### config.mk
export PLATFORM = sky130hd
export DESIGN_NAME = pipelined_control_unit_flat
export DESIGN_NICKNAME = d
export VERILOG_FILES = /design/src/rtl/pipelined_control_unit_if.sv /design/src/rtl/pipelined_control_unit.sv /design/src/flat_wrapper.sv
export SDC_FILE = /design/constraint.sdc
export NUM_CORES = 1
export LEC_CHECK = 0
export BUFFER_PORTS_ARGS = -buffer_cell sky130_fd_sc_hd__buf_2
export CAP_MARGIN = 20
export CORE_ASPECT_RATIO = 1.5
export CORE_MARGIN = 2
export CORE_UTILIZATION = 47
export DETAILED_ROUTE_END_ITERATION = 6
export PLACE_DENSITY = 0.81
export RECOVER_POWER = 50
export SLEW_MARGIN = 20
export SYNTH_ARGS = -nofsm -noshare
export SYNTH_HDL_FRONTEND = slang
export SYNTH_SLANG_ARGS = --single-unit
### constraint.sdc
create_clock -name Clk -period 4.35 [get_ports Clk]
set_clock_uncertainty 0.1 [all_clocks]
set_input_delay 0.435 -clock Clk [delete_from_list [all_inputs] [get_ports Clk]]
set_output_delay 0.435 -clock Clk [all_outputs]
set_load 0.05 [all_outputs]
### src/rtl/pipelined_control_unit_if.sv
// Control-unit bus: ID instruction fields in, per-stage control bits out.
interface pipelined_control_unit_if #(
    parameter int REG_ADDR_W = 5
);
    logic [5:0]            Opcode;
    logic [5:0]            Funct;
    logic [REG_ADDR_W-1:0] Rs;
    logic [REG_ADDR_W-1:0] Rt;
    logic [REG_ADDR_W-1:0] Rd;
    logic                  Flush;

    logic                  PC_Write;
    logic                  IFID_Write;
    logic                  Busy;
    logic                  EX_ALUSrc0;
    logic [1:0]            EX_ALUSrc1;
    logic                  EX_RegDst;
    logic                  MEM_R_Enable;
    logic                  MEM_W_Enable;
    logic [1:0]            MEM_R_Width;
    logic [1:0]            MEM_W_Width;
    logic                  WB_MemToReg;
    logic                  WB_RegWrite;
    logic [REG_ADDR_W-1:0] WB_WriteReg;
    logic                  IllegalOp;

    modport master (
        output Opcode, Funct, Rs, Rt, Rd, Flush,
        input  PC_Write, IFID_Write, Busy, EX_ALUSrc0, EX_ALUSrc1, EX_RegDst,
               MEM_R_Enable, MEM_W_Enable, MEM_R_Width, MEM_W_Width,
               WB_MemToReg, WB_RegWrite, WB_WriteReg, IllegalOp
    );

    modport slave (
        input  Opcode, Funct, Rs, Rt, Rd, Flush,
        output PC_Write, IFID_Write, Busy, EX_ALUSrc0, EX_ALUSrc1, EX_RegDst,
               MEM_R_Enable, MEM_W_Enable, MEM_R_Width, MEM_W_Width,
               WB_MemToReg, WB_RegWrite, WB_WriteReg, IllegalOp
    );
endinterface

### src/rtl/pipelined_control_unit.sv
// MIPS 5-stage control unit: ID decode, ID/EX -> EX/MEM -> MEM/WB control
// pipeline, load-use stall, multi-cycle mul stall and flush bubbles.
module pipelined_control_unit #(
    parameter int MUL_LATENCY = 3,
    parameter int REG_ADDR_W  = 5
) (
    input  logic                     Clk,
    input  logic                     Rst,
    pipelined_control_unit_if.slave  bus
);
    localparam int CNT_W = (MUL_LATENCY > 1) ? $clog2(MUL_LATENCY) : 1;

    // Full control word carried by ID/EX; an all-zero word is a bubble.
    typedef struct packed {
        logic                  alu_src0;
        logic [1:0]            alu_src1;
        logic                  reg_dst;
        logic                  r_en;
        logic                  w_en;
        logic [1:0]            r_width;
        logic [1:0]            w_width;
        logic                  mem_to_reg;
        logic                  reg_write;
        logic [REG_ADDR_W-1:0] write_reg;
    } ex_ctrl_t;

    typedef struct packed {
        logic                  r_en;
        logic                  w_en;
        logic [1:0]            r_width;
        logic [1:0]            w_width;
        logic                  mem_to_reg;
        logic                  reg_write;
        logic [REG_ADDR_W-1:0] write_reg;
    } mem_ctrl_t;

    typedef struct packed {
        logic                  mem_to_reg;
        logic                  reg_write;
        logic [REG_ADDR_W-1:0] write_reg;
    } wb_ctrl_t;

    ex_ctrl_t   dec;
    ex_ctrl_t   idex;
    mem_ctrl_t  exmem;
    wb_ctrl_t   memwb;
    logic       dec_illegal;
    logic       dec_is_mul;
    logic       dec_is_jal;
    logic       uses_rs;
    logic       uses_rt;
    logic       illegal_q;
    logic [CNT_W-1:0] mul_cnt;

    logic       busy;
    logic       ex_load_hit;
    logic       load_use;
    logic       idex_take;

    // ID decode: control word, register usage and WriteReg resolution.
    always_comb begin
        dec         = '0;
        dec_illegal = 1'b0;
        dec_is_mul  = 1'b0;
        dec_is_jal  = 1'b0;
        uses_rs     = 1'b0;
        uses_rt     = 1'b0;
        case (bus.Opcode)
            6'b000000: begin
                uses_rs = 1'b1;
                // jr keeps every control bit at 0
                if (bus.Funct != 6'b001000) begin
                    dec.reg_dst    = 1'b1;
                    dec.alu_src1   = 2'd2;
                    dec.mem_to_reg = 1'b1;
                    dec.reg_write  = 1'b1;
                    uses_rt        = 1'b1;
                    if (bus.Funct == 6'b000000 || bus.Funct == 6'b000010) begin
                        dec.alu_src0 = 1'b1;
                        uses_rs      = 1'b0;
                    end
                end
            end
            6'b011100: begin
                dec.reg_dst    = 1'b1;
                dec.alu_src1   = 2'd2;
                dec.mem_to_reg = 1'b1;
                dec.reg_write  = 1'b1;
                dec_is_mul     = 1'b1;
                uses_rs        = 1'b1;
                uses_rt        = 1'b1;
            end
            6'b100011, 6'b100001, 6'b100000: begin
                dec.alu_src1  = 2'd1;
                dec.r_en      = 1'b1;
                dec.reg_write = 1'b1;
                dec.r_width   = (bus.Opcode == 6'b100011) ? 2'd0 :
                                (bus.Opcode == 6'b100001) ? 2'd1 : 2'd2;
                uses_rs       = 1'b1;
            end
            6'b101011, 6'b101001, 6'b101000: begin
                dec.alu_src1 = 2'd1;
                dec.w_en     = 1'b1;
                dec.w_width  = (bus.Opcode == 6'b101011) ? 2'd0 :
                               (bus.Opcode == 6'b101001) ? 2'd1 : 2'd2;
                uses_rs      = 1'b1;
                uses_rt      = 1'b1;
            end
            6'b001000, 6'b001101, 6'b001110, 6'b001010: begin
                dec.alu_src1   = 2'd1;
                dec.mem_to_reg = 1'b1;
                dec.reg_write  = 1'b1;
                uses_rs        = 1'b1;
            end
            6'b000100, 6'b000101: begin
                uses_rs = 1'b1;
                uses_rt = 1'b1;
            end
            6'b000001, 6'b000110, 6'b000111: begin
                uses_rs = 1'b1;
            end
            6'b000010: begin
                // j: no controls, no source registers
            end
            6'b000011: begin
                dec.alu_src1   = 2'd3;
                dec.mem_to_reg = 1'b1;
                dec.reg_write  = 1'b1;
                dec_is_jal     = 1'b1;
            end
            default: dec_illegal = 1'b1;
        endcase

        if (dec_is_jal)
            dec.write_reg = REG_ADDR_W'(31);
        else if (dec.reg_dst)
            dec.write_reg = bus.Rd;
        else
            dec.write_reg = bus.Rt;

        // writes to $0 are architecturally discarded
        if (dec.write_reg == '0)
            dec.reg_write = 1'b0;
    end

    // Hazard resolution, priority busy > flush > load-use.
    always_comb begin
        busy        = (mul_cnt != '0);
        ex_load_hit = idex.r_en && (idex.write_reg != '0) &&
                      (((idex.write_reg == bus.Rs) && uses_rs) ||
                       ((idex.write_reg == bus.Rt) && uses_rt));
        load_use    = !busy && !bus.Flush && ex_load_hit;
        idex_take   = !busy && !bus.Flush && !load_use;
    end

    // Mul occupancy counter: loads when a mul enters EX, counts down while busy.
    always_ff @(posedge Clk or posedge Rst) begin
        if (Rst)
            mul_cnt <= '0;
        else if (busy)
            mul_cnt <= mul_cnt - CNT_W'(1);
        else if (idex_take && dec_is_mul)
            mul_cnt <= CNT_W'(MUL_LATENCY - 1);
    end

    // Control pipeline registers; bubbles are all-zero words.
    always_ff @(posedge Clk or posedge Rst) begin
        if (Rst) begin
            idex      <= '0;
            exmem     <= '0;
            memwb     <= '0;
            illegal_q <= 1'b0;
        end else begin
            if (!busy)
                idex <= idex_take ? dec : '0;
            exmem     <= busy ? '0 : {idex.r_en, idex.w_en, idex.r_width, idex.w_width,
                                      idex.mem_to_reg, idex.reg_write, idex.write_reg};
            memwb     <= {exmem.mem_to_reg, exmem.reg_write, exmem.write_reg};
            // pulse only when the undecodable instruction actually enters EX
            illegal_q <= idex_take && dec_illegal;
        end
    end

    assign bus.PC_Write     = !(busy || load_use);
    assign bus.IFID_Write   = !(busy || load_use);
    assign bus.Busy         = busy;
    assign bus.EX_ALUSrc0   = idex.alu_src0;
    assign bus.EX_ALUSrc1   = idex.alu_src1;
    assign bus.EX_RegDst    = idex.reg_dst;
    assign bus.MEM_R_Enable = exmem.r_en;
    assign bus.MEM_W_Enable = exmem.w_en;
    assign bus.MEM_R_Width  = exmem.r_width;
    assign bus.MEM_W_Width  = exmem.w_width;
    assign bus.WB_MemToReg  = memwb.mem_to_reg;
    assign bus.WB_RegWrite  = memwb.reg_write;
    assign bus.WB_WriteReg  = memwb.write_reg;
    assign bus.IllegalOp    = illegal_q;
endmodule

### src/flat_wrapper.sv
// flat-port wrapper written by rule: the top's interface ports become plain ports
module pipelined_control_unit_flat 
#(
    parameter int MUL_LATENCY = 3,
    parameter int REG_ADDR_W  = 5
)
  (Clk, Rst, bus_Opcode, bus_Funct, bus_Rs, bus_Rt, bus_Rd, bus_Flush, bus_PC_Write, bus_IFID_Write, bus_Busy, bus_EX_ALUSrc0, bus_EX_ALUSrc1, bus_EX_RegDst, bus_MEM_R_Enable, bus_MEM_W_Enable, bus_MEM_R_Width, bus_MEM_W_Width, bus_WB_MemToReg, bus_WB_RegWrite, bus_WB_WriteReg, bus_IllegalOp);
  pipelined_control_unit_if #(.REG_ADDR_W(REG_ADDR_W)) bus_i ();
  input  logic Clk;
  input  logic Rst;
  input wire logic [$bits(bus_i.Opcode)-1:0] bus_Opcode;
  input wire logic [$bits(bus_i.Funct)-1:0] bus_Funct;
  input wire logic [$bits(bus_i.Rs)-1:0] bus_Rs;
  input wire logic [$bits(bus_i.Rt)-1:0] bus_Rt;
  input wire logic [$bits(bus_i.Rd)-1:0] bus_Rd;
  input wire logic [$bits(bus_i.Flush)-1:0] bus_Flush;
  output wire logic [$bits(bus_i.PC_Write)-1:0] bus_PC_Write;
  output wire logic [$bits(bus_i.IFID_Write)-1:0] bus_IFID_Write;
  output wire logic [$bits(bus_i.Busy)-1:0] bus_Busy;
  output wire logic [$bits(bus_i.EX_ALUSrc0)-1:0] bus_EX_ALUSrc0;
  output wire logic [$bits(bus_i.EX_ALUSrc1)-1:0] bus_EX_ALUSrc1;
  output wire logic [$bits(bus_i.EX_RegDst)-1:0] bus_EX_RegDst;
  output wire logic [$bits(bus_i.MEM_R_Enable)-1:0] bus_MEM_R_Enable;
  output wire logic [$bits(bus_i.MEM_W_Enable)-1:0] bus_MEM_W_Enable;
  output wire logic [$bits(bus_i.MEM_R_Width)-1:0] bus_MEM_R_Width;
  output wire logic [$bits(bus_i.MEM_W_Width)-1:0] bus_MEM_W_Width;
  output wire logic [$bits(bus_i.WB_MemToReg)-1:0] bus_WB_MemToReg;
  output wire logic [$bits(bus_i.WB_RegWrite)-1:0] bus_WB_RegWrite;
  output wire logic [$bits(bus_i.WB_WriteReg)-1:0] bus_WB_WriteReg;
  output wire logic [$bits(bus_i.IllegalOp)-1:0] bus_IllegalOp;
  assign bus_i.Opcode = bus_Opcode;
  assign bus_i.Funct = bus_Funct;
  assign bus_i.Rs = bus_Rs;
  assign bus_i.Rt = bus_Rt;
  assign bus_i.Rd = bus_Rd;
  assign bus_i.Flush = bus_Flush;
  assign bus_PC_Write = bus_i.PC_Write;
  assign bus_IFID_Write = bus_i.IFID_Write;
  assign bus_Busy = bus_i.Busy;
  assign bus_EX_ALUSrc0 = bus_i.EX_ALUSrc0;
  assign bus_EX_ALUSrc1 = bus_i.EX_ALUSrc1;
  assign bus_EX_RegDst = bus_i.EX_RegDst;
  assign bus_MEM_R_Enable = bus_i.MEM_R_Enable;
  assign bus_MEM_W_Enable = bus_i.MEM_W_Enable;
  assign bus_MEM_R_Width = bus_i.MEM_R_Width;
  assign bus_MEM_W_Width = bus_i.MEM_W_Width;
  assign bus_WB_MemToReg = bus_i.WB_MemToReg;
  assign bus_WB_RegWrite = bus_i.WB_RegWrite;
  assign bus_WB_WriteReg = bus_i.WB_WriteReg;
  assign bus_IllegalOp = bus_i.IllegalOp;
  pipelined_control_unit #(.MUL_LATENCY(MUL_LATENCY), .REG_ADDR_W(REG_ADDR_W)) u_core (.Clk(Clk), .Rst(Rst), .bus(bus_i));
endmodule
# Word level (Yosys, flattened, before mapping)
# Index checks and enable logic that the tools add are counted.
[totals]
mem_bits_ro = 0
input_bits = 30
n_memories = 0
elab_cells = 106
latch_bits = 0
register_bits = 40
mem_bits_rw = 0
output_inout_bits = 21
[classes]
shifts = 0
n_div = 0
reduce_logical = 30
magnitude_cmp = 0
n_addsub = 1
n_mul = 0
bitwise_logic = 0
n_eq_ne = 22
n_mux = 31
[op_table]
columns = ["op", "count"]
rows = [
  ["6-bit equality test, second input constant", 6],
  ["6-bit by 3-bit equality test with 1-bit output, second input constant", 4],
  ["6-bit by 4-bit equality test with 1-bit output, second input constant", 4],
  ["19-bit OR reduction", 1],
  ["6-bit by 2-bit equality test with 1-bit output, second input constant", 3],
  ["2-bit 2-to-1 mux", 9],
  ["17-bit 2-to-1 mux", 1],
  ["16-bit OR reduction", 1],
  ["13-bit 2-to-1 mux", 1],
  ["6-bit zero test", 2],
  ["6-bit OR reduction", 2],
  ["1-bit 2-to-1 mux", 11],
  ["5-bit equality test", 2],
  ["5-bit 2-to-1 mux", 2],
  ["1-bit case mux with 2 select lines", 5],
  ["10-bit OR reduction", 1],
  ["1-bit logical AND", 9],
  ["9-bit OR reduction", 1],
  ["2-bit case mux with 4 select lines", 1],
  ["6-bit by 1-bit equality test with 1-bit output, second input constant", 1],
  ["6-bit by 5-bit equality test with 1-bit output, second input constant", 1],
  ["6-bit by 4-bit != test with 1-bit output, second input constant", 1],
  ["3-bit OR reduction", 2],
  ["5-bit zero test", 1],
  ["6 further kinds", 12],
]

# Logic depth before layout (Yosys ltp)
[depth]
depth_word = 14
ltp_mapped = 8
mapped_depth_nobuf = 6

# Worst setup path before layout
# Ideal clock, no wire load.
[synth_path]
path_type = "register to output"
start = "register u_core.mul_cnt[0]"
end = "output port bus_PC_Write"
required_ns = 3.815
n_path_buf = 3
t_arrival_ns = 2.641
stages_incl_launch_ff = 8
setup_slack_ns = 1.174
path_cell_list = "dfrtp_1 > inv_1 > ha_1 > clkbuf_1 > clkinv_1 > clkbuf_1 > nor2_1 > buf_4"
[synth_via]
elab_chain_cells = 6
[synth_rtl]
columns = ["element", "line_no", "source"]
rows = [
  ["from (decl)", "pipelined_control_unit.sv:53", "logic [CNT_W-1:0] mul_cnt;"],
  ["from (signal assigned)", "pipelined_control_unit.sv:161", "mul_cnt <= mul_cnt - CNT_W'(1);"],
  ["from (signal assigned)", "pipelined_control_unit.sv:163", "mul_cnt <= CNT_W'(MUL_LATENCY - 1);"],
  ["2-bit nonzero test (*)", "pipelined_control_unit.sv:148", "busy = (mul_cnt != '0);"],
  ["via bus_Busy", "flat_wrapper.sv:19", "output wire logic [$bits(bus_i.Busy)-1:0] bus_Busy;"],
  ["1-bit zero test", "pipelined_control_unit.sv:152", "load_use = !busy && !bus.Flush && ex_load_hit;"],
  ["1-bit logical AND (2 in a row)", "pipelined_control_unit.sv:152", ""],
  ["1-bit logical OR (*)", "-", ""],
  ["1-bit zero test (*)", "-", ""],
  ["to (decl)", "flat_wrapper.sv:17", "output wire logic [$bits(bus_i.PC_Write)-1:0] bus_PC_Write;"],
]
# Mark *: on every way through the listed nets, which the timed path passes. The rest lies on a longest branch.

# Final worst setup path
[layout_path]
start = "register u_core.idex[4] in the netlist's numbering"
end = "output port bus_PC_Write"
[layout_via]
elab_chain_cells = 7
elab_cells_between_ends = 11
classes_between = "eq/ne (2); reduce/logical (9)"
[layout_rtl]
columns = ["element", "line_no", "source"]
rows = [
  ["from (decl)", "pipelined_control_unit.sv:44", "ex_ctrl_t idex;"],
  ["from (signal assigned)", "pipelined_control_unit.sv:175", "idex <= idex_take ? dec : '0;"],
  ["5-bit equality test, on equally long branches", "pipelined_control_unit.sv:150, pipelined_control_unit.sv:151", ""],
  ["1-bit logical AND, on equally long branches", "pipelined_control_unit.sv:150, pipelined_control_unit.sv:151", ""],
  ["1-bit logical OR", "pipelined_control_unit.sv:150", "(((idex.write_reg == bus.Rs) && uses_rs) ||"],
  ["1-bit logical AND (*)", "pipelined_control_unit.sv:149", "ex_load_hit = idex.r_en && (idex.write_reg != '0) &&"],
  ["1-bit logical AND (*)", "pipelined_control_unit.sv:152", ""],
  ["1-bit logical OR (*)", "pipelined_control_unit.sv:184", "assign bus.PC_Write = !(busy || load_use);"],
  ["1-bit zero test (*)", "pipelined_control_unit.sv:184", ""],
]
# Mark *: on every way between the ends. The rest lies on a longest branch, timed or not.

==> impl_results.rst <==
.. list-table::
   :header-rows: 1

   * - Metric
     - Value
   * - Power per unit of standard cell area
     - ~520 nW/µm²
   * - Most numerous cell types in the synthesized netlist
     - dfrtp_1 (40), nor2_1 (23), inv_1 (15), a21oi_1 (14), and2_1 (11)
   * - Vias after detailed routing
     - 1659
   * - Unrepaired setup endpoints after global routing
     - false
   * - Layout Cell Area excl Fill
     - 2436 µm²
   * - Crit Reg-Reg Endpoint
     - u_core.idex[7]$_DFFE_PP0N_
   * - Dominant synthesized flop cell
     - dfrtp_1
   * - Post-synth net total
     - 244
   * - Startpoint of the worst register-to-register path
     - u_core.idex[4]$_DFFE_PP0N_
   * - Max incr delay on CP
     - approximately 800 ps
   * - Largest net degree at the start of global routing
     - 41
   * - Top-area cell type share of the netlist area
     - 47.34%
   * - Sequential area share after synthesis
     - 47.34%
   * - Total number of H-tree levels
     - 2
   * - Register Area
     - 1001 µm²
   * - Floorplan core area
     - 4282 µm²
   * - Fraction of the cycle the final worst path needs
     - a little under 70%
   * - Antenna violations before repair
     - 0
   * - Result of the run
     - finished with violations
   * - Wirelength, routed
     - roughly 4300 µm
   * - Number of distinct library cells after synthesis
     - 44
   * - Transition time at the pin with the least slew margin
     - 2044 ps
   * - Sum Neg Setup Slack
     - 0 ps
   * - Utilization after layout
     - 56.90%
   * - Die area
     - ~5100 µm²
   * - Max cap viols
     - 1
   * - Hold slack
     - 252.8 ps
   * - Post-detail-place hpwl
     - 3229 µm
   * - Finish-stage setup viols
     - 0
   * - Buffers inserted by post-CTS timing repair
     - 0
   * - Post-cts resize count
     - 0
   * - Launch point of the worst hold path
     - u_core.exmem[0]$_DFF_PP0_
   * - Number of global-route vias before repair
     - 1650
   * - Number of iterations in the first detailed-routing pass
     - 6
   * - Global-route wire length before repair
     - 7624 µm
   * - Worst-path fanout max
     - 5
   * - Row Count
     - 29
   * - Gpl congestion
     - 0.8962
   * - Die X-Extent
     - 58.77 µm
   * - Antenna Cells
     - 0
   * - Destination of the critical timing path
     - bus_PC_Write
   * - Final-layout fill cell count
     - 410
   * - Data required time of the worst path
     - 3820 ps
   * - Post-synth EDFFs
     - 0
   * - CP top delay family
     - simple AND/OR/NAND/NOR gates
   * - Shortest clock period the worst path allows after layout
     - 2999 ps
   * - Later-pin clock latency in the skew report
     - 280 ps
   * - Layout-stage area growth over the synthesis result
     - 15.21%
   * - Area after detailed placement
     - 2328 µm²
   * - Clk slew on worst S/H paths
     - 80 ps
   * - Fraction of layout instances using a drive strength above 1
     - between 20% and 30%
   * - Average cell area after synthesis
     - 9.974 µm²
   * - Clk sink count
     - 40
   * - #FFs+latches synth
     - 40
   * - Class of the most critical hold timing path
     - reg2reg
   * - Remaining antenna violation count
     - 0
   * - # DRC
     - 1
   * - Cell type contributing the most total cell area after synthesis
     - dfrtp_1
   * - Quantity of hold-fixing buffers added after cts
     - 0
   * - Area occupied by multi-input gates
     - 944.7 µm²
   * - Startpoint kind of the worst setup timing path
     - flip-flop
   * - Maximum vdd drop
     - 0.0002433 V
   * - Root buf cell
     - clkbuf_8
   * - Slew Viols, Final
     - 41
   * - FMAX
     - 0.3335 GHz
   * - Bufs and invs on worst path
     - 1
   * - Synth warn
     - 0
   * - Final Hold Violating Endpoints
     - 0
   * - Dominant cell by count in the synthesized netlist
     - dfrtp_1
   * - Clock Path Buffers
     - 2
   * - Cells traversed along the worst timing path
     - xnor2_1 -> nand3_1 -> nor4_1 -> o31ai_4 -> a21oi_1 -> nor2_1 -> buf_2
   * - Type of the setup path with the least slack
     - reg2out
   * - Vias/cell
     - 5.548
   * - Effective utilization at floorplan
     - 49.39%
   * - Async set or reset register ratio after synthesis
     - 100.0%
   * - CTS tree
     - yes
   * - R2R depth
     - 6
   * - Relative slew margins
     - -36.28%
   * - Post-layout nets
     - about 280
   * - Stages on worst setup path
     - 7
   * - Input/output buffers
     - 50
   * - Worst reg-to-reg setup slack
     - approximately 1900 ps
   * - Cell Area, Synth
     - approximately 2100 µm²
   * - Detailed router's first-iteration violation count
     - 30
   * - Post-synthesis cell count
     - ~210
   * - Worst path arrival time
     - 2460 ps
   * - Worst setup startpoint
     - u_core.idex[4]$_DFFE_PP0N_
   * - Vert. Die Dim
     - 86.15 µm
   * - Overflow after GRT
     - 0
   * - Detailed-route wire length per cell
     - 14.41 µm
   * - Critical-path cell with the highest stage delay
     - nor4_1
   * - TritonCTS Buffers
     - 5
   * - # IOs
     - 51
   * - Violated checks
     - design-rule violations, max-capacitance violations, max-slew violations
   * - Area contributors post-synth
     - dfrtp_1 (47%), nor2_1 (4.1%), a21oi_1 (3.3%), o2bb2ai_1 (3.3%), and2_1 (3.3%)
   * - Worst Setup End Kind
     - primary output
   * - Global-route usage over all layers
     - 19.45%
   * - Leak pwr
     - ~1.1 nW
## sequential cells by signal (all words and copies together) (netlist names)
name / cells
u_core.bus.EX_ALUSrc0: 1
u_core.bus.EX_ALUSrc1: 2
u_core.bus.EX_RegDst: 1
u_core.bus.IllegalOp: 1
u_core.bus.MEM_R_Enable: 1
u_core.bus.MEM_R_Width: 2
u_core.bus.MEM_W_Enable: 1
u_core.bus.MEM_W_Width: 2
u_core.bus.WB_MemToReg: 1
u_core.bus.WB_RegWrite: 1
u_core.bus.WB_WriteReg: 5
u_core.exmem: 7
u_core.idex: 13
u_core.mul_cnt: 2
## where the power goes
| group | total, W | switching [W] | internal [W] |
|---|---|---|---|
| logic | 0.000479 | 0.000328 | 0.000151 |
| clock network | 0.000299 | 0.000127 | 0.000173 |
| registers | 0.000493 | 0.0000493 | 0.000443 |
| total | 0.00127 | 0.000504 | 0.000766 |
## worst min-delay path by stage
stage	end	slack, ps	cells past startpoint
2_1_floorplan	u_core.bus.WB_MemToReg$_DFF_PP0_	230	0
3_3_place_gp	u_core.bus.WB_MemToReg$_DFF_PP0_	230	0
3_5_place_dp	u_core.bus.WB_WriteReg[0]$_DFF_PP0_	240	0
4_1_cts	u_core.bus.MEM_R_Enable$_DFF_PP0_	170	3
5_1_grt	u_core.bus.WB_WriteReg[0]$_DFF_PP0_	260	0
6_report	u_core.bus.WB_WriteReg[0]$_DFF_PP0_	250	0
## metal layers
layer	wire [µm]	global-route usage [%]	vias to the layer above	part of all wire, %
li1	-	-	809	-
met1	1814	24.46	795	42
met2	2237	32.63	47	52
met3	162	3.620	8	3.8
met4	96	7.231	0	2.2
met5	0	0	-	0
## cell type report
type	count	area share (%)
clock buffers	5	2.825
clock inverters	3	1.900
inverters	16	2.465
multi-input cells	137	38.78
flip-flops and latches	40	41.09
well taps	46	2.363
repair buffers	52	10.58
## layout by cell type, fill, tap and decap left out, types with 3 or more instances in the layout
master     count
buf_2         47
dfrtp_1       40
nor2_1        23
inv_1         15
a21oi_1       14
and2_1        11
nand3_1       10
o2bb2ai_1      8
nand2_1        7
xnor2_1        6
o21ai_0        5
o32ai_1        5
a211oi_1       5
clkbuf_8       5
nor3_1         4
xor2_1         4
o22ai_2        4
clkbuf_1       4
nand2b_1       3
## through the flow
stage / power (W) / std cells / setup WS (ps)
after floorplan: 0.0008811 / 212 / 1174
after global placement: 0.0009717 / 291 / 1593
after detailed placement: 0.0009824 / 291 / 1532
after CTS: 0.001284 / 299 / 1413
after global routing: 0.001354 / 299 / 1247
final: 0.001271 / 299 / 1351
## cell families (layout without fill, tap and decap cells)
family / Yosys count / in the layout / synth area share [%]
simple gates: 74 / 74 / 19.53
compound gates: 51 / 51 / 19.82
flops: 40 / 40 / 47.34
buf+inv: 35 / 76 / 7.988
xor+xnor: 10 / 10 / 4.142
fa+ha+maj: 2 / 2 / 1.183
(Power assumes the default switching activity.)
